File: config.mk
export PLATFORM = sky130hd
export DESIGN_NAME = bellek_denetleyici_flat
export DESIGN_NICKNAME = d
export VERILOG_FILES = /design/src/rtl/bellek_pkg.sv /design/src/rtl/bellek_denetleyici_if.sv /design/src/rtl/bellek_denetleyici.sv /design/src/flat_wrapper.sv
export SDC_FILE = /design/constraint.sdc
export NUM_CORES = 1
export LEC_CHECK = 0
export ABC_AREA = 1
export CELL_PAD_IN_SITES_DETAIL_PLACEMENT = 1
export CELL_PAD_IN_SITES_GLOBAL_PLACEMENT = 2
export CORE_AREA = 8 8 167 169
export CTS_CLUSTER_SIZE = 24
export DETAILED_ROUTE_END_ITERATION = 10
export DIE_AREA = 0 0 175 177
export PLACE_DENSITY = 0.88
export SLEW_MARGIN = 25
export SYNTH_ARGS = -nofsm -noshare
export SYNTH_HDL_FRONTEND = slang
export SYNTH_SLANG_ARGS = --single-unit
File: constraint.sdc
create_clock -name clk -period 2 [get_ports clk]
set_input_delay 0.4 -clock clk [delete_from_list [all_inputs] [get_ports clk]]
set_output_delay 0.4 -clock clk [all_outputs]
set_load 0.01 [all_outputs]
File: src/rtl/bellek_pkg.sv
// Shared widths, op-codes, state encoding and command legality rule for the
// XOR-keyed memory sequencer.
package bellek_pkg;

  localparam int unsigned DATA_W   = 32;
  localparam int unsigned ADDR_W   = 8;
  localparam int unsigned SUM_W    = ADDR_W + 1;
  localparam int unsigned KEY_ADDR = 255;

  localparam logic [1:0] OP_KEY = 2'b00;
  localparam logic [1:0] OP_WR  = 2'b01;
  localparam logic [1:0] OP_RD  = 2'b10;

  typedef enum logic [2:0] {
    IDLE,
    KEY,
    WR,
    RD_ISSUE,
    RD_WAIT,
    RD_OUT,
    FIN
  } state_t;

  // A burst must be non-empty and end at or below KEY_ADDR-1; the sum is one
  // bit wider than the address so a large start plus length cannot wrap.
  function automatic logic cmd_legal(input logic [1:0]        op,
                                     input logic [ADDR_W-1:0] addr,
                                     input logic [ADDR_W-1:0] len);
    logic [SUM_W-1:0] span_end;
    logic             ok;
    span_end = SUM_W'(addr) + SUM_W'(len);
    case (op)
      OP_KEY:       ok = 1'b1;
      OP_WR, OP_RD: ok = (len != '0) && (span_end <= SUM_W'(KEY_ADDR));
      default:      ok = 1'b0;
    endcase
    return ok;
  endfunction

endpackage

File: src/rtl/bellek_denetleyici_if.sv
// Command, stream and memory-pin bundle between the sequencer and its
// surroundings; slave is the sequencer side, master the command/stream side.
interface bellek_denetleyici_if;
  import bellek_pkg::*;

  logic              cmd_valid;
  logic              cmd_ready;
  logic [1:0]        cmd_op;
  logic [ADDR_W-1:0] cmd_addr;
  logic [ADDR_W-1:0] cmd_len;
  logic [DATA_W-1:0] key_in;

  logic              s_valid;
  logic              s_ready;
  logic [DATA_W-1:0] s_data;

  logic              m_valid;
  logic              m_ready;
  logic [DATA_W-1:0] m_data;

  logic [DATA_W-1:0] mem_d;
  logic [ADDR_W-1:0] mem_a;
  logic              mem_we;
  logic              mem_ke;
  logic [DATA_W-1:0] mem_q;

  logic              busy;
  logic              done;
  logic              err;

  modport slave (
    input  cmd_valid, cmd_op, cmd_addr, cmd_len, key_in,
    input  s_valid, s_data, m_ready, mem_q,
    output cmd_ready, s_ready, m_valid, m_data,
    output mem_d, mem_a, mem_we, mem_ke,
    output busy, done, err
  );

  modport master (
    output cmd_valid, cmd_op, cmd_addr, cmd_len, key_in,
    output s_valid, s_data, m_ready, mem_q,
    input  cmd_ready, s_ready, m_valid, m_data,
    input  mem_d, mem_a, mem_we, mem_ke,
    input  busy, done, err
  );

endinterface

File: src/rtl/bellek_denetleyici.sv
// Command sequencer owning the pins of the XOR-keyed 256x32 memory: key load,
// write bursts from the s-stream and read bursts onto the m-stream.
module bellek_denetleyici
  import bellek_pkg::*;
(
  input logic                 clk,
  input logic                 rst,
  bellek_denetleyici_if.slave bus
);

  state_t            state;
  logic [ADDR_W-1:0] addr_r;
  logic [ADDR_W-1:0] remaining;
  logic [DATA_W-1:0] d_r;
  logic [DATA_W-1:0] m_data_r;
  logic              cmd_ready_r;
  logic              m_valid_r;
  logic              busy_r;
  logic              done_r;
  logic              err_r;

  logic              accept;
  logic              last_word;

  assign accept    = (state == IDLE) && cmd_ready_r && bus.cmd_valid;
  assign last_word = (remaining == ADDR_W'(1));

  // Sequencer: state, burst counters and registered handshake/status outputs.
  always_ff @(posedge clk) begin
    if (rst) begin
      state       <= IDLE;
      addr_r      <= '0;
      remaining   <= '0;
      d_r         <= '0;
      m_data_r    <= '0;
      cmd_ready_r <= 1'b0;
      m_valid_r   <= 1'b0;
      busy_r      <= 1'b0;
      done_r      <= 1'b0;
      err_r       <= 1'b0;
    end else begin
      done_r <= 1'b0;
      err_r  <= 1'b0;
      unique case (state)
        IDLE: begin
          if (accept) begin
            cmd_ready_r <= 1'b0;
            busy_r      <= 1'b1;
            if (!cmd_legal(bus.cmd_op, bus.cmd_addr, bus.cmd_len)) begin
              done_r <= 1'b1;
              err_r  <= 1'b1;
              state  <= FIN;
            end else begin
              case (bus.cmd_op)
                OP_KEY: begin
                  d_r   <= bus.key_in;
                  state <= KEY;
                end
                OP_WR: begin
                  addr_r    <= bus.cmd_addr;
                  remaining <= bus.cmd_len;
                  state     <= WR;
                end
                default: begin
                  addr_r    <= bus.cmd_addr;
                  remaining <= bus.cmd_len;
                  state     <= RD_ISSUE;
                end
              endcase
            end
          end else begin
            cmd_ready_r <= 1'b1;
          end
        end
        KEY: begin
          done_r <= 1'b1;
          state  <= FIN;
        end
        WR: begin
          if (bus.s_valid) begin
            d_r <= bus.s_data;
            if (last_word) begin
              done_r <= 1'b1;
              state  <= FIN;
            end else begin
              addr_r    <= addr_r + ADDR_W'(1);
              remaining <= remaining - ADDR_W'(1);
            end
          end
        end
        RD_ISSUE: state <= RD_WAIT;
        RD_WAIT: begin
          m_data_r  <= bus.mem_q;
          m_valid_r <= 1'b1;
          state     <= RD_OUT;
        end
        RD_OUT: begin
          if (bus.m_ready) begin
            m_valid_r <= 1'b0;
            if (last_word) begin
              done_r <= 1'b1;
              state  <= FIN;
            end else begin
              addr_r    <= addr_r + ADDR_W'(1);
              remaining <= remaining - ADDR_W'(1);
              state     <= RD_ISSUE;
            end
          end
        end
        FIN: begin
          busy_r      <= 1'b0;
          cmd_ready_r <= 1'b1;
          state       <= IDLE;
        end
        default: state <= IDLE;
      endcase
    end
  end

  // Write strobe and key strobe follow the state directly; both are forced
  // low while reset is asserted so an aborted burst cannot write once more.
  assign bus.mem_we    = (state == WR) && bus.s_valid && !rst;
  assign bus.mem_ke    = (state == KEY) && !rst;
  assign bus.mem_a     = addr_r;
  assign bus.mem_d     = (state == WR) ? bus.s_data : d_r;
  assign bus.s_ready   = (state == WR) && !rst;

  assign bus.cmd_ready = cmd_ready_r;
  assign bus.m_valid   = m_valid_r;
  assign bus.m_data    = m_data_r;
  assign bus.busy      = busy_r;
  assign bus.done      = done_r;
  assign bus.err       = err_r;

endmodule
File: src/flat_wrapper.sv
// flat-port wrapper written by rule: the top's interface ports become plain ports
module bellek_denetleyici_flat import bellek_pkg::*;
  (clk, rst, bus_cmd_valid, bus_cmd_op, bus_cmd_addr, bus_cmd_len, bus_key_in, bus_s_valid, bus_s_data, bus_m_ready, bus_mem_q, bus_cmd_ready, bus_s_ready, bus_m_valid, bus_m_data, bus_mem_d, bus_mem_a, bus_mem_we, bus_mem_ke, bus_busy, bus_done, bus_err);
  bellek_denetleyici_if bus_i ();
  input logic clk;
  input logic rst;
  input wire logic [$bits(bus_i.cmd_valid)-1:0] bus_cmd_valid;
  input wire logic [$bits(bus_i.cmd_op)-1:0] bus_cmd_op;
  input wire logic [$bits(bus_i.cmd_addr)-1:0] bus_cmd_addr;
  input wire logic [$bits(bus_i.cmd_len)-1:0] bus_cmd_len;
  input wire logic [$bits(bus_i.key_in)-1:0] bus_key_in;
  input wire logic [$bits(bus_i.s_valid)-1:0] bus_s_valid;
  input wire logic [$bits(bus_i.s_data)-1:0] bus_s_data;
  input wire logic [$bits(bus_i.m_ready)-1:0] bus_m_ready;
  input wire logic [$bits(bus_i.mem_q)-1:0] bus_mem_q;
  output wire logic [$bits(bus_i.cmd_ready)-1:0] bus_cmd_ready;
  output wire logic [$bits(bus_i.s_ready)-1:0] bus_s_ready;
  output wire logic [$bits(bus_i.m_valid)-1:0] bus_m_valid;
  output wire logic [$bits(bus_i.m_data)-1:0] bus_m_data;
  output wire logic [$bits(bus_i.mem_d)-1:0] bus_mem_d;
  output wire logic [$bits(bus_i.mem_a)-1:0] bus_mem_a;
  output wire logic [$bits(bus_i.mem_we)-1:0] bus_mem_we;
  output wire logic [$bits(bus_i.mem_ke)-1:0] bus_mem_ke;
  output wire logic [$bits(bus_i.busy)-1:0] bus_busy;
  output wire logic [$bits(bus_i.done)-1:0] bus_done;
  output wire logic [$bits(bus_i.err)-1:0] bus_err;
  assign bus_i.cmd_valid = bus_cmd_valid;
  assign bus_i.cmd_op = bus_cmd_op;
  assign bus_i.cmd_addr = bus_cmd_addr;
  assign bus_i.cmd_len = bus_cmd_len;
  assign bus_i.key_in = bus_key_in;
  assign bus_i.s_valid = bus_s_valid;
  assign bus_i.s_data = bus_s_data;
  assign bus_i.m_ready = bus_m_ready;
  assign bus_i.mem_q = bus_mem_q;
  assign bus_cmd_ready = bus_i.cmd_ready;
  assign bus_s_ready = bus_i.s_ready;
  assign bus_m_valid = bus_i.m_valid;
  assign bus_m_data = bus_i.m_data;
  assign bus_mem_d = bus_i.mem_d;
  assign bus_mem_a = bus_i.mem_a;
  assign bus_mem_we = bus_i.mem_we;
  assign bus_mem_ke = bus_i.mem_ke;
  assign bus_busy = bus_i.busy;
  assign bus_done = bus_i.done;
  assign bus_err = bus_i.err;
  bellek_denetleyici u_core (.clk(clk), .rst(rst), .bus(bus_i));
endmodule
==> out/qor.csv, run 1 <==
metric,value,unit
async_reset_ff_share,0,%
antenna_cells,0,
cp_slowest_stage_delay,0.36,ns
synth_top_area_share,35.4,%
outcome,"complete, but fails checks",
crit_fanout,7,
synth_nets,915,
port_buffers,198,
clk_latency,0.35,ns
hold_slack,0.480,ns
final_max_slew_viol_count,0,
design.core.area,0.0255,mm^2
drive_gt1_share,21.4,%
root_buffer,clkbuf_16,
cp_cell_sequence,"nor2_4, nand2_4, clkinvlp_4, buf_12, buf_16, buf_8, nand2_4, nand2_2, buf_6",
path_class,flip-flop to output pin,
cp-end-kind,output pin,
synth_most_common_cell,nand2_1,
hold_path_depth,2,
nFillCells,3140,
crit_buf_inv,5,
power_leakage,0.00417,uW
die_x,175,um
fin_ws,-0.0312,ns
setup_tns,-0.0756,ns
crit_required,1.60,ns
clkSinkCount,88,
cp.arrival,1.63,ns
grt_pass1_wl,34300,um
reg2reg_to,u_core.bus.mem_a[5],
final.min_clock_period,2.03,ns
synth_flop_cell,dfxtp_1,
ant_nets,0,
grt_start_max_net_pins,55,
crit_family,buffers and inverters,
io_pins,199,
ir_drop,0.586,mV
pre_cts_ws,-0.635,ns
die_area,0.0310,mm^2
fmax,0.492,GHz
critPathSlowestCell,dfxtp_2,
fin_nets,1189,
hold_viol_final,0,
cp_common_cell,nand2_4,
place.gp.congestion,0.785,
synth_cell_types,34,
r2r_cells,13,
hp-class,flip-flop to flip-flop,
dp.final_hpwl,14800,um
totalWireLength,22200,um
synth_top_cell_by_area,dfxtp_1,
rsz0062_at_grt,yes,
first_global_vias,6409,
synth-seq-cells,88,
dr.pass1.iters,6,
antenna_found_initial,1,
timing.final.crit_share,102,%
synthTopCellsByCount,"nand2_1 (263), nor2_1 (144), dfxtp_1 (88), o21ai_0 (50), a21oi_1 (49)",
yosys_warnings,0,
ys_top_cells_by_area,"dfxtp_1 (35%), nand2_1 (20%), nor2_1 (11%)",
grt_overflow,0,
r2r_setup_slack,0.08,ns
netlist_area,0.00498,mm^2
die_y,177,um
final-setup-viol-count,3,
synth_edf_count,0,
min_from,u_core.bus.m_valid,
drcViolationCount,0,
numCtsBuffers,9,
wl_per_cell,15.9,um
worst_clock_skew,0.00631,ns
dr_total_vias,5974,
worst_pin_slew,0.335,ns
clk_pin_slew,0.07,ns
initial_core_util,19.6,%
fin_util,34.7,%
ys_seq_area_share,35.4,%
drt_iter0_markers,298,
viasPerCell,4.28,
synthToLayoutAreaGrowth,77.4,%
syn-mean-instance-area,6.37,um^2
synthCells,782,
cts_tree,done,
grt_usage,13.7,%
relSlewSlack,77.7,%
holdBufCountCts,0,
violations,negative setup slack,
rr_startpoint,u_core.state[0],
cp-start-kind,flip-flop,
htree_levels,3,
cts_buffer_depth,2,
powerDensity,1620,mW/mm^2
drv_cap,0,
min_to,u_core.bus.m_valid,
rows,59,
-- how the worst max path moves through the flow --
stage | cells past startpoint | slack, ns | endpoint | start
finish | 9 | -0.03 | bus_mem_d[15] | u_core.state[0]
global route | 9 | -0.10 | bus_mem_d[15] | u_core.state[0]
CTS | 9 | -0.08 | bus_mem_d[16] | u_core.state[0]
global placement | 14 | -0.56 | u_core.d_r[2] | bus_cmd_len[0]
detailed placement | 14 | -0.64 | u_core.d_r[6] | bus_cmd_len[0]
floorplan | 14 | 0.01 | u_core.bus.mem_a[6] | bus_cmd_len[0]
-- final cells by class --
class	instances	area (um^2)	area share, %
flip-flops and latches	88	1760	20.0
inverters	43	165	1.87
repair buffers	306	3120	35.3
well taps	335	419	4.74
clock inverters	7	62.6	0.708
multi-input cells	608	3080	34.9
clock buffers	9	225	2.55
-- worst reg2reg max path, stage by stage (launching register included) --
cell and delay (ns):
dfxtp_2 0.34, nor2_4 0.14, nand2_4 0.08, buf_12 0.15, buf_4 0.14, buf_6 0.13, o21ai_4 0.17, o21bai_4 0.19
nor2_8 0.08, buf_12 0.14, nand2_4 0.10, nand2_1 0.06, nand2_1 0.05, nor2_1 0.04
-- kinds of logic (layout without fill, tap and decap cells) --
kind of cell	count (synthesis)	after routing	synth area share (%)
buffers and inverters	87	365	7.21
DFF	88	88	35.4
AOI/OAI and AO/OA	109	109	12.1
xor gates and xnor gates	6	6	1.05
muxes	1	1	0.201
and+or+nand+nor	477	478	40.5
adders and majority gates	14	14	3.67
-- where the power goes --
part / switching [uW] / total (uW) / leakage [uW] / internal [uW]
Clock: 840 / 1710 / 0.000144 / 873
Combinational: 5020 / 9820 / 0.00331 / 4800
Sequential: 408 / 2800 / 0.000719 / 2390
-- per-layer routing --
metal | wire length, um | track usage, %
met1 | 9440 | 15.8
met5 | 13 | 0
met2 | 10500 | 22.7
met3 | 2030 | 6.44
met4 | 244 | 3.29
-- metrics by stage --
stage	cell area (um^2)	std cells	total power, uW
2_1_floorplan	4990	782	7080
3_3_place_gp	7890	1350	10500
3_5_place_dp	7890	1350	10700
4_1_cts	8500	1388	13600
5_1_grt	8840	1396	15500
6_report	8840	1396	14300
-- registers in the layout, indices dropped and copies added, names as in the netlist --
signal,flops
u_core.bus.cmd_ready,1
u_core.d_r,32
u_core.bus.m_data,32
u_core.bus.done,1
u_core.state,3
u_core.remaining,8
u_core.bus.m_valid,1
u_core.bus.busy,1
u_core.bus.err,1
u_core.bus.mem_a,8
-- layout by cell type, fill, tap and decap left out, drive strengths merged, types with 13 or more instances in the layout --
cell type / n
clkbuf: 16
nand2: 271
ha: 13
nand3b: 34
nor2: 146
clkdlybuf4s50: 145
nand3: 19
buf: 136
a21oi: 50
dlygate4sd2: 17
dfxtp: 88
inv: 45
o21ai: 51
-- timing repair --
| action | 4_1_cts | 5_1_grt |
|---|---|---|
| pin swaps | 14 | 17 |
| gates resized for setup | 179 | 80 |
| gates cloned | 8 | 5 |
| setup buffers | 14 | 5 |
| endpoints found under the setup margin | 86 | 84 |
Power figures use the tool's default switching activity.
==> run 2, diff against run 1 <==
--- a/config.mk
+++ b/config.mk
@@ -8,11 +8,11 @@
 export ABC_AREA = 1
 export CELL_PAD_IN_SITES_DETAIL_PLACEMENT = 1
 export CELL_PAD_IN_SITES_GLOBAL_PLACEMENT = 2
-export CORE_AREA = 8 8 167 169
+export CORE_AREA = 8 8 160 162
 export CTS_CLUSTER_SIZE = 24
 export DETAILED_ROUTE_END_ITERATION = 10
-export DIE_AREA = 0 0 175 177
-export PLACE_DENSITY = 0.88
+export DIE_AREA = 0 0 168 170
+export PLACE_DENSITY = 0.91
 export SLEW_MARGIN = 25
 export SYNTH_ARGS = -nofsm -noshare
 export SYNTH_HDL_FRONTEND = slang
==> constraint.sdc (replaced) <==
create_clock -name clk -period 2.1 [get_ports clk]
set_input_delay 0.42 -clock clk [delete_from_list [all_inputs] [get_ports clk]]
set_output_delay 0.42 -clock clk [all_outputs]
set_load 0.01 [all_outputs]
==> run 2 against run 1 <==
  * The flow now finishes without violations
  * Total power fell by 11%
  * Highest routed layer unchanged
  * Die area fell by 7.8%
  * Clock-buffer cell count did not move
  * Critical path depth rose by 6
  * Register-to-register slack improved by 0.15 ns
  * Setup slack improved by 0.080 ns
  * Global-route usage rose by 0.45 points
  * Cell area fell by 4.6%
  * Via count fell by 2.4%
  * Wire length fell by 6.2%
  * Non-clock buffer count fell by 27
  * First-iteration DRC count fell by 43%
==> out/qor.csv, run 2 (synthesis results as in run 1) <==
metric,value,unit,change
worst_clock_skew,0.00908,ns,+0.00277 ns
grt_usage,14.2,%,+0.45 points
hold_slack,0.482,ns,+0.00281 ns
multi_input_area,0.00299,mm^2,-3.0%
antenna_cells,0,,unchanged
design.core.area,0.0231,mm^2,-9.5%
crit_fanout,7,,unchanged
power_leakage,0.00401,uW,-4.0%
cts_tree,done,,
rsz0062_at_grt,yes,,
final-setup-viol-count,0,,-3
htree_levels,3,,unchanged
layout_common_cells,"nand2_1 (249), clkdlybuf4s50_1 (148), nor2_1 (143)",,
r2r_setup_slack,0.23,ns,+0.15 ns
min_from,u_core.d_r[21],,
fin_nets,1161,,-2.4%
clk_pin_slew,0.07,ns,about the same
numCtsBuffers,9,,unchanged
outcome,finished clean,,
cp-start-kind,input port,,
grt_pass1_wl,32500,um,-5.4%
totalWireLength,20900,um,-6.2%
power.total,12700,uW,-11%
final_common_cell,nand2_1,,
cp.arrival,2.29,ns,+0.66 ns
timing.final.crit_share,97.7,%,
hold_viol_final,0,,unchanged
drive_gt1_share,16.5,%,-4.9 points
die_x,168,um,-4.0%
switchingPower,5470,uW,-13%
fmax,0.488,GHz,
cts_buffer_depth,2,,unchanged
holdBufCountCts,0,,unchanged
path_class,input port to flip-flop,,
initial_core_util,21.6,%,+2.1 points
final_max_slew_viol_count,0,,unchanged
antenna_found_initial,2,,+1
dr_total_vias,5829,,-2.4%
p_int,7270,uW,-9.9%
drt_iter0_markers,169,,-43%
dr.pass1.iters,4,,-2
rr_startpoint,u_core.state[0],,
powerDensity,1510,mW/mm^2,-6.8%
hp-class,flip-flop to flip-flop,,
final.min_clock_period,2.05,ns,
rows,56,,-5.1%
relSlewSlack,76.8,%,-0.92 points
combPwrFrac,65.1,%,-3.4 points
grt_start_max_net_pins,61,,+11%
synthToLayoutAreaGrowth,69.3,%,
viasPerCell,4.41,,+3.0%
swShare,42.9,%,-0.80 points
clk_latency,0.35,ns,about the same
drv_cap,0,,unchanged
nFillCells,2859,,-8.9%
grt_overflow,0,,unchanged
setup_tns,0,ns,+0.0756 ns
wl_per_cell,15.8,um,-0.90%
drcViolationCount,0,,unchanged
dp.final_hpwl,14500,um,-1.9%
die_area,0.0286,mm^2,-7.8%
first_global_vias,6233,,-2.7%
port_buffers,198,,unchanged
die_y,170,um,-4.0%
place.gp.congestion,0.776,,-1.0%
crit_required,2.34,ns,+0.74 ns
critical_path.startpoint,bus_cmd_len[0],,
root_buffer,clkbuf_16,,
worst_pin_slew,0.349,ns,+0.0137 ns
io_pins,199,,unchanged
clkSinkCount,88,,unchanged
p_clk_share,13.9,%,+1.9 points
ant_nets,0,,unchanged
ir_drop,0.517,mV,-12%
cp-end-kind,flip-flop,,
seqCellArea,0.00176,mm^2,unchanged
seq_power_share,20.9,%,+1.4 points
run 2: changes by cell type in the layout (fill, tap and decap cells not counted), moves of 3 or more:
cell / before / now
nand2_1: 228 / 249
clkdlybuf4s50_1: 145 / 148
dlymetal6s2s_1: 0 / 9
clkdlybuf4s15_1: 0 / 6
nand2_4: 12 / 4
buf_12: 17 / 13
nand2_2: 29 / 15
dlygate4sd2_1: 17 / 7
buf_6: 16 / 8
buf_4: 72 / 55
run 2: path summary, 6_finish.rpt:
check / end / depth (start not counted)
max: u_core.d_r[12] / 15
min: u_core.d_r[21] / 2
max reg2reg: u_core.bus.mem_a[0] / 13
min reg2reg: u_core.d_r[21] / 2
run 2: per-stage QoR:
| step | cells | setup slack (ns) | cell area, um^2 | utilization, % |
|---|---|---|---|---|
| 2_1_floorplan | 782 | 0.00993 | 4980 | - |
| 3_3_place_gp | 1286 | -0.426 | 7710 | 33.5 |
| 3_5_place_dp | 1286 | -0.494 | 7710 | 33.5 |
| 4_1_cts | 1315 | -0.0354 | 8360 | 36.3 |
| 5_1_grt | 1322 | -0.0694 | 8430 | 36.6 |
| 6_report | 1322 | 0.0492 | 8430 | 36.6 |
run 2: power groups by stage:
| stage | logic, uW | registers (uW) | clock network (uW) |
|---|---|---|---|
| 6_report | 8300 | 2670 | 1780 |
| 5_1_grt | 9190 | 2760 | 1910 |
| 4_1_cts | 8300 | 2670 | 1860 |
| 3_5_place_dp | 7380 | 2680 | 0 |
| 3_3_place_gp | 7260 | 2660 | 0 |
| 2_1_floorplan | 3990 | 2730 | 0 |
run 2: timing repair:
item / 4_1_cts / 5_1_grt
gates cloned: 7 / 2
pin swaps: 8 / 12
gates resized for setup: 135 / 55
setup buffers: 7 / 6
setup endpoints to repair: 85 / 78
run 2: worst max-delay path, stage by stage:
cell             delay, ns
clkdlybuf4s15_1       0.20
ha_2                  0.21
fa_2                  0.36
nand3_2               0.09
nand2_2               0.05
nand2_1               0.05
nand4_1               0.11
nand2_1               0.10
nand2_2               0.09
nand2_8               0.12
buf_12                0.14
clkbuf_16             0.14
nand3b_1              0.08
nand2_1               0.08
nor2_1                0.04
run 2: layer usage:
metal	vias up	share of wire (%)	GRT usage, %
li1	2967	-	-
met1	2701	42	15.3
met2	141	47	24.4
met3	16	10	7.34
met4	4	0.92	2.99
met5	-	0.13	0
run 2: cell type report:
type | count | share of cell area [%]
Clock buffer | 9 | 2.67
Clock inverter | 6 | 1.08
Inverter | 43 | 2.00
Multi-Input combinational cell | 607 | 35.5
Sequential cell | 88 | 20.9
Tap cell | 290 | 4.30
Timing Repair Buffer | 279 | 33.6
==> run 3, diff against run 2 <==
--- a/config.mk
+++ b/config.mk
@@ -8,12 +8,13 @@
 export ABC_AREA = 1
 export CELL_PAD_IN_SITES_DETAIL_PLACEMENT = 1
 export CELL_PAD_IN_SITES_GLOBAL_PLACEMENT = 2
-export CORE_AREA = 8 8 160 162
+export CORE_AREA = 8 8 154 156
 export CTS_CLUSTER_SIZE = 24
 export DETAILED_ROUTE_END_ITERATION = 10
-export DIE_AREA = 0 0 168 170
-export PLACE_DENSITY = 0.91
-export SLEW_MARGIN = 25
+export DIE_AREA = 0 0 162 164
+export PLACE_DENSITY = 0.95
+export SKIP_CTS_REPAIR_TIMING = 1
+export SLEW_MARGIN = 10
 export SYNTH_ARGS = -nofsm -noshare
 export SYNTH_HDL_FRONTEND = slang
 export SYNTH_SLANG_ARGS = --single-unit
==> constraint.sdc (replaced) <==
create_clock -name clk -period 2.6 [get_ports clk]
set_input_delay 0.52 -clock clk [delete_from_list [all_inputs] [get_ports clk]]
set_output_delay 0.52 -clock clk [all_outputs]
set_load 0.01 [all_outputs]
==> run 3 against run 2 <==
  * Clock-buffer cell count is 2 higher
  * Critical path depth is 10 lower
  * Highest routed layer unchanged
  * Die area is 7.0% lower
  * Flip-flop and latch count stayed put
  * Cell area is 7.6% lower
  * Largest cell class unchanged
  * Total power is 28% lower
  * Final cell count is 4.5% lower
==> out/qor.csv, run 3 (synthesis results as in run 1) <==
metric,value,unit,change
antenna_cells,0,,unchanged
cts_buffer_depth,2,,unchanged
crit_required,2.08,ns,-0.26 ns
synthToLayoutAreaGrowth,56.5,%,
fmax,0.406,GHz,
hold_viol_final,0,,unchanged
io_pins,199,,unchanged
drcViolationCount,0,,unchanged
grt_usage,13.9,%,-0.23 points
design.core.area,0.0214,mm^2,-7.4%
met1_usage,15.6,%,+0.30 points
critPathSlowestCell,clkdlybuf4s50_1,,
final-setup-viol-count,0,,unchanged
die_x,162,um,-3.6%
cp-start-kind,flip-flop,,
wl_per_cell,14.8,um,-6.1%
grt_pass1_wl,29900,um,-7.8%
hp-class,flip-flop to flip-flop,,
fin_nets,1112,,-4.2%
power_leakage,0.00356,uW,-11%
first_global_vias,5853,,-6.1%
crit_fanout,4,,-3
dr.pass1.iters,4,,unchanged
powerDensity,1180,mW/mm^2,-22%
numCtsBuffers,9,,unchanged
grt_start_max_net_pins,65,,+6.6%
root_buffer,clkbuf_16,,
cp-end-kind,output pin,,
critical_path.startpoint,u_core.state[0],,
dr_total_vias,5586,,-4.2%
worst_clock_skew,0.00654,ns,-0.00254 ns
grt_overflow,0,,unchanged
cp_cell_sequence,"inv_1, nor2_1, nand2_1, nor2_1, clkdlybuf4s50_1",,
nFillCells,2724,,-4.7%
clk_latency,0.35,ns,about the same
setup_tns,0,ns,unchanged
hold_slack,0.476,ns,-0.00600 ns
cp_common_cell,nor2_1,,
htree_levels,3,,unchanged
rows,54,,-3.6%
multi_input_area,0.00288,mm^2,-3.8%
grtUsageMet3,7.14,%,-0.20 points
drt_iter0_markers,226,,+34%
place.gp.congestion,0.746,,-3.9%
initial_core_util,23.3,%,+1.7 points
cp.arrival,1.94,ns,-0.35 ns
cts_tree,done,,
drv_cap,0,,unchanged
final_max_slew_viol_count,0,,unchanged
grt.busiest_layer,met2,,
r2r_setup_slack,0.68,ns,+0.45 ns
reg2reg_to,u_core.remaining[0],,
clkSinkCount,88,,unchanged
layout_common_cells,"nand2_1 (262), clkdlybuf4s50_1 (195), nor2_1 (143)",,
totalWireLength,18700,um,-10%
clk_pin_slew,0.06,ns,about the same
final.min_clock_period,2.46,ns,
seqCellArea,0.00176,mm^2,-0.14%
final_common_cell,nand2_1,,
fin_ws,0.137,ns,+0.0874 ns
die_area,0.0266,mm^2,-7.0%
rsz0062_at_grt,no,,
dp.final_hpwl,14200,um,-2.2%
viasPerCell,4.43,,+0.39%
worst_pin_slew,0.508,ns,+0.159 ns
r2r_cells,10,,-3
path_class,flip-flop to output pin,,
crit_end,bus_mem_ke,,
cp_slowest_stage_delay,0.60,ns,+0.24 ns
outcome,finished clean,,
drive_gt1_share,6.52,%,-10 points
antenna_found_initial,1,,-1
grt_util_met2,23.0,%,-1.4 points
die_y,164,um,-3.5%
ir_drop,0.544,mV,+5.3%
rr_startpoint,u_core.remaining[1],,
relSlewSlack,66.0,%,-11 points
port_buffers,198,,unchanged
timing.final.crit_share,94.7,%,
ant_nets,0,,unchanged
pre_cts_ws,-0.136,ns,+0.358 ns
run 3: area by class of cell:
cell class	instances	share of cell area, %
repair buffers	230	30.1
well taps	280	4.49
inverters	43	2.07
clock inverters	3	0.883
flip-flops and latches	88	22.6
clock buffers	11	2.99
multi-input cells	607	36.9
run 3: layer usage:
metal	vias up	share of wire (%)
li1	2858	-
met1	2569	42
met2	139	46
met3	18	11
met4	2	1.2
met5	-	0.070
run 3: worst min-delay path by stage:
stage / slack, ns / depth (start not counted) / to / start
global placement: 0.45 / 2 / u_core.bus.busy / u_core.bus.busy
detailed placement: 0.46 / 2 / u_core.bus.busy / u_core.bus.busy
floorplan: 0.45 / 2 / u_core.d_r[0] / u_core.d_r[0]
global route: 0.50 / 2 / u_core.bus.busy / u_core.bus.busy
finish: 0.48 / 2 / u_core.bus.busy / u_core.bus.busy
CTS: 0.48 / 2 / u_core.bus.busy / u_core.bus.busy
run 3: metrics by stage:
step / cells / total power [uW] / area (um^2) / util, %
6_report: 1262 / 9180 / 7800 / 36.5
5_1_grt: 1262 / 10000 / 7800 / 36.5
4_1_cts: 1257 / 9230 / 7720 / 36.1
3_5_place_dp: 1243 / 7770 / 7410 / 34.7
3_3_place_gp: 1243 / 7680 / 7410 / 34.7
2_1_floorplan: 782 / 5430 / 4980 / -
run 3: report_power, final:
| group | switching, uW | internal (uW) |
|---|---|---|
| Clock | 557 | 835 |
| Combinational | 3090 | 2540 |
| Sequential | 314 | 1840 |
run 3: worst max-delay path, delay by kind of cell (launching register included):
family                 cells  cell delay (ns)
buffers and inverters      2             0.71
DFF                        1             0.41
and+or+nand+nor            3             0.48
